--- config.mk ---
export PLATFORM = sky130hd
export DESIGN_NAME = uart_cmd_controller
export DESIGN_NICKNAME = d
export VERILOG_FILES = /design/src/rtl/uart_cmd_controller.sv
export SDC_FILE = /design/constraint.sdc
export NUM_CORES = 1
export LEC_CHECK = 0
export ABC_AREA = 1
export CORE_AREA = 2 2 293 295
export DETAILED_ROUTE_END_ITERATION = 12
export DIE_AREA = 0 0 295 297
export GPL_ROUTABILITY_DRIVEN = 0
export PLACE_DENSITY_LB_ADDON = 0.05
export SLEW_MARGIN = 10
export SYNTH_ARGS = -nofsm -noshare
export SYNTH_HDL_FRONTEND = slang
export SYNTH_SLANG_ARGS = --single-unit
--- constraint.sdc ---
create_clock -name clk -period 3.4 [get_ports clk]
set_input_delay 0.51 -clock clk [delete_from_list [all_inputs] [get_ports clk]]
set_output_delay 0.51 -clock clk [all_outputs]
set_load 0.05 [all_outputs]
--- src/rtl/uart_cmd_controller.sv ---
`default_nettype none
// ============================================================================
// Module   : uart_cmd_controller
// Purpose  : Byte-command front end that sits between a UART and a
//            computation core. Received bytes carry a 4-bit opcode (low
//            nibble) and a 4-bit payload (high nibble). LOAD shifts the
//            payload into operand register X, COMPUTE starts the core,
//            STATUS reports the sticky flags and CLEAR resets X and the
//            flags. Each command produces one reply byte.
// Ports    : clk       - single clock, posedge
//            rst_n     - asynchronous active-low reset
//            rx_valid  - one-cycle strobe for a received byte
//            rx_byte   - received byte {payload, opcode}
//            tx_ready  - transmitter accepts a byte this cycle
//            tx_valid  - reply byte available
//            tx_byte   - reply byte
//            core_ld   - core hold (1) / compute (0)
//            core_x    - operand register X
//            core_dn   - core result valid
//            core_y    - core result
// Config   : CTRL_WATCHDOG_EN - when defined, a compute that runs for
//            WDOG_CYCLES cycles without core_dn is abandoned with a
//            timeout reply and the sticky tmo flag is set.
// Revision : 1.0 - initial release
// ============================================================================
module uart_cmd_controller #(
    parameter int W           = 368,
    parameter int WDOG_CYCLES = 16777216
) (
    input  logic         clk,
    input  logic         rst_n,
    input  logic         rx_valid,
    input  logic [7:0]   rx_byte,
    input  logic         tx_ready,
    output logic         tx_valid,
    output logic [7:0]   tx_byte,
    output logic         core_ld,
    output logic [W-1:0] core_x,
    input  logic         core_dn,
    input  logic [W-1:0] core_y
);

    typedef enum logic [1:0] {
        IDLE = 2'd0,
        RUN  = 2'd1,
        SEND = 2'd2
    } state_t;

    localparam logic [3:0] c_op_load    = 4'h0;
    localparam logic [3:0] c_op_compute = 4'h2;
    localparam logic [3:0] c_op_status  = 4'h4;
    localparam logic [3:0] c_op_clear   = 4'h6;

    state_t         r_state;
    state_t         w_state_nxt;
    logic [W-1:0]   r_x;
    logic [W-1:0]   w_x_nxt;
    logic           r_ovr;
    logic           w_ovr_nxt;
    logic [7:0]     r_tx_byte;
    logic [7:0]     w_tx_byte_nxt;
    logic           r_core_ld;
    logic           w_tmo;

`ifdef CTRL_WATCHDOG_EN
    localparam int              c_wdog_w    = $clog2(WDOG_CYCLES + 1);
    localparam logic [c_wdog_w-1:0] c_wdog_last = c_wdog_w'(WDOG_CYCLES - 1);

    logic                r_tmo;
    logic                w_tmo_nxt;
    logic [c_wdog_w-1:0] r_wdog;
    logic [c_wdog_w-1:0] w_wdog_nxt;

    assign w_tmo = r_tmo;
`else
    assign w_tmo = 1'b0;
`endif

    // ------------------------------------------------------------------
    // State and datapath registers
    // ------------------------------------------------------------------
    always_ff @(posedge clk or negedge rst_n) begin
        if (!rst_n) begin
            r_state   <= IDLE;
            r_x       <= '0;
            r_ovr     <= 1'b0;
            r_tx_byte <= 8'h00;
            r_core_ld <= 1'b1;
        end else begin
            r_state   <= w_state_nxt;
            r_x       <= w_x_nxt;
            r_ovr     <= w_ovr_nxt;
            r_tx_byte <= w_tx_byte_nxt;
            // The core computes exactly while the controller sits in RUN.
            r_core_ld <= (w_state_nxt != RUN);
        end
    end

`ifdef CTRL_WATCHDOG_EN
    always_ff @(posedge clk or negedge rst_n) begin
        if (!rst_n) begin
            r_tmo  <= 1'b0;
            r_wdog <= '0;
        end else begin
            r_tmo  <= w_tmo_nxt;
            r_wdog <= w_wdog_nxt;
        end
    end
`endif

    // ------------------------------------------------------------------
    // Next-state / datapath logic
    // ------------------------------------------------------------------
    always_comb begin
        w_state_nxt   = r_state;
        w_x_nxt       = r_x;
        w_ovr_nxt     = r_ovr;
        w_tx_byte_nxt = r_tx_byte;
`ifdef CTRL_WATCHDOG_EN
        w_tmo_nxt     = r_tmo;
        w_wdog_nxt    = r_wdog;
`endif
        case (r_state)
            IDLE: begin
                if (rx_valid) begin
                    w_state_nxt = SEND;
                    case (rx_byte[3:0])
                        c_op_load: begin
                            // First nibble sent ends up at X[3:0] after W/4 loads.
                            w_x_nxt       = {rx_byte[7:4], r_x[W-1:4]};
                            w_tx_byte_nxt = {r_x[3:0], 4'h1};
                        end
                        c_op_compute: begin
                            w_state_nxt = RUN;
`ifdef CTRL_WATCHDOG_EN
                            w_wdog_nxt  = '0;
`endif
                        end
                        c_op_status: begin
                            w_tx_byte_nxt = {r_ovr, w_tmo, 2'b00, 4'h5};
                        end
                        c_op_clear: begin
                            w_x_nxt       = '0;
                            w_ovr_nxt     = 1'b0;
`ifdef CTRL_WATCHDOG_EN
                            w_tmo_nxt     = 1'b0;
`endif
                            w_tx_byte_nxt = 8'h07;
                        end
                        default: begin
                            w_tx_byte_nxt = 8'h0F;
                        end
                    endcase
                end
            end
            RUN: begin
                if (rx_valid) begin
                    w_ovr_nxt = 1'b1;
                end
                // A result arriving on the watchdog's last cycle still wins.
                if (core_dn) begin
                    w_x_nxt       = core_y;
                    w_tx_byte_nxt = 8'h03;
                    w_state_nxt   = SEND;
`ifdef CTRL_WATCHDOG_EN
                end else if (r_wdog == c_wdog_last) begin
                    w_tmo_nxt     = 1'b1;
                    w_tx_byte_nxt = 8'h0E;
                    w_state_nxt   = SEND;
                end else begin
                    w_wdog_nxt    = r_wdog + 1'b1;
`endif
                end
            end
            SEND: begin
                if (rx_valid) begin
                    w_ovr_nxt = 1'b1;
                end
                if (tx_ready) begin
                    w_state_nxt = IDLE;
                end
            end
            default: begin
                w_state_nxt = IDLE;
            end
        endcase
    end

    assign tx_valid = (r_state == SEND);
    assign tx_byte  = r_tx_byte;
    assign core_ld  = r_core_ld;
    assign core_x   = r_x;

endmodule
`default_nettype wire

# Word-level counts from Yosys, hierarchy flattened
# Cells that the tools add are included.
# totals
register_bits	380
out_inout_bits	378
# op_classes
n_eq_ne	12
mux	17
reduce_logical	8
# op_table
cell	count
case mux 368 bit (2 select lines)	2
2-to-1 mux 368 bit	2
case mux 8 bit (4 select lines)	1
2-to-1 mux 8 bit	2
case mux 8 bit (2 select lines)	1
AND reduction 4 bit	3
equality test 4 x 3 -> 1 bit, second input constant	2
2-to-1 mux 2 bit	4
!= test 2 x 1 -> 1 bit, second input constant	3
!= test 2 bit, second input constant	3
case mux 2 bit (3 select lines)	1
equality test 4 x 2 -> 1 bit, second input constant	1
logical NOT 4 bit	1
nonzero test 2 bit	2
2-to-1 mux 1 bit	3
!= test 3 x 1 -> 1 bit, second input constant	1
equality test 2 x 1 -> 1 bit, second input constant	1
equality test 2 bit, second input constant	1
logical NOT 2 bit	1
case mux 1 bit (2 select lines)	1
OR reduction 2 bit	1

# Depth between registers and ports, before layout
# logic_depth
ltp_word	5
ltp_mapped	12
ltp_nobuf	9

# Least setup slack after synthesis
# Ideal clock, no wire load.
# synth_timing
path_kind	reg-to-reg
from	register r_state[1]
to	register r_x[100], in the netlist core_x[100]
setup_ns	0.118
t_arrival_ns	1.577
setup_slack_ns	1.705
stages_incl_launch_ff	12
n_path_buf	3
synth_period_minus_slack_ns	1.695
path_cell_list	dfrtp_1 -> inv_1 -> ha_1 -> buf_2 -> nor2_1 -> nor2_4 -> nand2_4 -> inv_4 -> buf_4 -> buf_4 -> nand2_1 -> nand2_1
# synth_via
elab_chain_len	3
# synth_rtl
item	line_no	source
from (decl)	54	state_t r_state;
from (signal assigned)	90	r_state <= w_state_nxt;
equality test 2 x 1 -> 1 bit / logical NOT 2 bit (equally long branches)	123	case (r_state)
!= test 2 bit (no source line) (tied with other cells)	-	
AND reduction 4 bit (no source line)	-	
to (signal assigned)	91	r_x <= w_x_nxt;
to (decl)	56	logic [W-1:0] r_x;
# Several ways; a longest one is shown, not always the timed one.
# A chain may end at the register's enable or synchronous reset.

# Final worst setup path
# layout_timing
from	register r_state[1]
to	register r_x[123], in the netlist core_x[123]
# The elaborated chain is that of the path after synthesis.

==> impl_metrics.env <==
export IMPL_status="finished, final reports clean"
export IMPL_die_w_um=295
export IMPL_synth_cell_types=24
export IMPL_synth_edf_count=0
export IMPL_synth_adder_area_share_pct=0.318
export IMPL_hp_class="flop to flop"
export IMPL_die_area_mm2=0.0876
export IMPL_cts_root_buf="clkbuf_16"
export IMPL_crit_type="flop to flop"
export IMPL_dp_hpwl_um=62500
export IMPL_clkSinkCount=380
export IMPL_synth_top_area_cell="dfrtp_1"
export IMPL_finClkSkew_ps=15.1
export IMPL_htreeDepth=2
export IMPL_synthSimpleGateAreaFrac_pct=45.6
export IMPL_avgViaCountPerCell=4.43
export IMPL_r2r_start="r_state[1]"
export IMPL_rsz0062_at_grt="false"
export IMPL_avgSynthCellArea_um2=6.85
export IMPL_dp_cells=4601
export IMPL_yosysMostFrequentCell="nand2_1"
export IMPL_coreArea_mm2=0.0845
export IMPL_reg2reg_slack_ps=710
export IMPL_ant_nets=0
export IMPL_nets=3896
export IMPL_place_ws_ps=632
export IMPL_max_slew_margin_pct=5.08
export IMPL_routed_wl_um=92200
export IMPL_cts_tree="built"
export IMPL_drc_errors=0
export IMPL_fin_crit_ps=2690
export IMPL_timing_rr_end="core_x[123]"
export IMPL_cap_violations=0
export IMPL_powerDensity_mw_per_mm2=1030
export IMPL_vias=20900
export IMPL_drtIter0Drc=1168
export IMPL_io_buffer_count=758
export IMPL_num_rows=107
export IMPL_cp_start_kind="flop"
export IMPL_synth_top_family_by_area="simple AND/OR/NAND/NOR gates"
export IMPL_reg2reg_depth=9
export IMPL_synth_async_sr_flop_share_pct=100
export IMPL_syn_inst=2870
export IMPL_power_leakage_nw=15.4
export IMPL_stdcell_count=4708
export IMPL_hold_viol_final=0
export IMPL_worstMarginPinSlew_ps=1420
export IMPL_grt_max_degree=199
export IMPL_start_util_pct=23.3
export IMPL_required_ps=3910
export IMPL_cts_buffers=50
export IMPL_peakVddDrop_mv=0.480
export IMPL_clk_path_buf_depth=3
export IMPL_synth_warnings=0
export IMPL_fmax_mhz=371
export IMPL_synth_commonest_cells="1,862 x nand2_1, 379 x dfrtp_1, 376 x nand3_1"
export IMPL_grt_overflow=0
export IMPL_fin_ws_ps=705
export IMPL_critPathCapture="core_x[123]"
export IMPL_wl_per_cell_um=19.6
export IMPL_synth_flop_cell="dfrtp_1"
export IMPL_track_usage_pct=20.3
export IMPL_insertion_delay_ps=590
export IMPL_maxSlewViolCount=0
export IMPL_antenna_found_initial=24
export IMPL_synth_area_mm2=0.0197
export IMPL_synth_top_area_share_pct=48.3
export IMPL_period_share_pct=79.3
export IMPL_die_h_um=297
export IMPL_cp_max_fo=198
export IMPL_grt_pass1_wl_um=138000
export IMPL_clk_pin_slew_ps=60
export IMPL_postCtsSetupBuffers=0
export IMPL_synth_area_leaders="dfrtp_1 48%, nand2_1 36%, nand3_1 9.6%"
export IMPL_area_delta_synth_final_pct=52.0
export IMPL_fillCellCount=8973
export IMPL_syn_nets=3256
export IMPL_ys_seq_elements=380
export IMPL_grt_pass1_vias=21200
export IMPL_fin_tns_setup_ps=0
export IMPL_synth_seq_area_share_pct=48.4
export IMPL_drt_pass1_iterations=7
export IMPL_drive_above_1_share_pct=3.49
export IMPL_synthMuxAreaShare_pct=0
export IMPL_crit_start="r_state[1]"
export IMPL_end_kind="flop"
export IMPL_arrival_ps=3200
export IMPL_synth_compound_area_share_pct=0.414
export IMPL_yosys_area_share_xor_xnor_pct=0
export IMPL_ios=759
export IMPL_setup_viol=0
[sequential cells by signal (all words and copies together), names as in the netlist]
signal	flops
tx_byte	8
r_state	2
r_ovr	1
core_x	368
core_ld	1
[routing by layer]
metal	routed length (um)	vias up	GRT usage [%]
met5	151	-	0
met4	2570	22	6.73
met3	6780	131	5.54
met2	45100	581	34.1
met1	37600	9959	25.1
li1	-	10200	-
[through the flow]
stage | util, % | area, um^2 | hold WS [ps] | total power, W
after floorplan | - | 19700 | 214 | 0.0189
after global placement | 33.3 | 28200 | 447 | 0.0256
after detailed placement | 33.3 | 28200 | 450 | 0.0256
after CTS | 35.3 | 29800 | 465 | 0.0312
after global routing | 35.4 | 29900 | 506 | 0.0326
final | 35.4 | 29900 | 463 | 0.0308
[worst max-delay path, cell delays in order (launching register included)]
cell and delay, ps:
dfrtp_1 450, inv_1 160, ha_1 350, nand2_1 120, o21ai_2 100, nor2_4 80
nand2_8 110, buf_12 390, nand2_1 120, nand2_1 130
[worst min-delay path by stage]
stage | start | to | slack (ps) | cells after the start
after floorplan | rst_n | core_x[0] | 210 | 0
after global placement | tx_byte[0] | tx_byte[0] | 450 | 2
after detailed placement | tx_byte[0] | tx_byte[0] | 450 | 2
after CTS | tx_byte[0] | tx_byte[0] | 470 | 2
after global routing | tx_byte[0] | tx_byte[0] | 510 | 2
final | tx_byte[0] | tx_byte[0] | 460 | 2
[layout make-up]
cell class | count | area [um^2] | area share [%]
flip-flops and latches | 380 | 9510 | 31.8
multi-input cells | 2272 | 9130 | 30.6
repair buffers | 793 | 8040 | 26.9
clock buffers | 87 | 1630 | 5.47
well taps | 1144 | 1430 | 4.79
inverters | 13 | 68.8 | 0.230
diodes | 13 | 32.5 | 0.109
clock inverters | 6 | 30.0 | 0.101
[cells in the final DEF (no fill, tap or decap)]
cell type	synthesis	routed
diode_2	0	13
inv_8	0	1
clkinv_8	0	1
clkbuf_16	0	53
nand3b_1	1	1
a21oi_1	2	2
clkinv_2	0	6
dfrtp_1	379	379
o21ai_0	11	11
inv_1	11	11
nor2_2	2	2
clkdlybuf4s50_1	0	756
nand2_1	1862	1861
buf_8	0	1
nor2_4	1	1
nand4_1	1	1
buf_12	0	15
clkbuf_8	0	18
buf_4	19	20
nand3_2	1	1
dfstp_2	1	1
nand2_4	1	1
o21a_1	1	1
ha_4	0	1
nand2_8	0	1
clkbuf_1	62	16
dlygate4sd3_1	0	1
nand3_1	376	376
o21ai_2	1	1
nor2_1	7	7
ha_1	5	4
[report_power, final]
group | switching, W | internal [W] | total (W)
logic | 0.0118 | 0.00539 | 0.0172
clock network | 0.00214 | 0.00323 | 0.00537
registers | 0.00176 | 0.00639 | 0.00816
[logic make-up after synthesis]
logic type / Yosys count
AND/OR/NAND/NOR: 2252
buffers and inverters: 218
AO/OA/AOI/OAI: 15
flip-flops: 380
adder cells (fa/ha/maj): 5
[what timing repair did]
| action | in CTS | in global routing |
|---|---|---|
| hold endpoints to repair | 66 | 0 |
| hold buffers | 1 | 0 |
| resized for setup | 0 | 0 |
(Power assumes the default switching activity.)
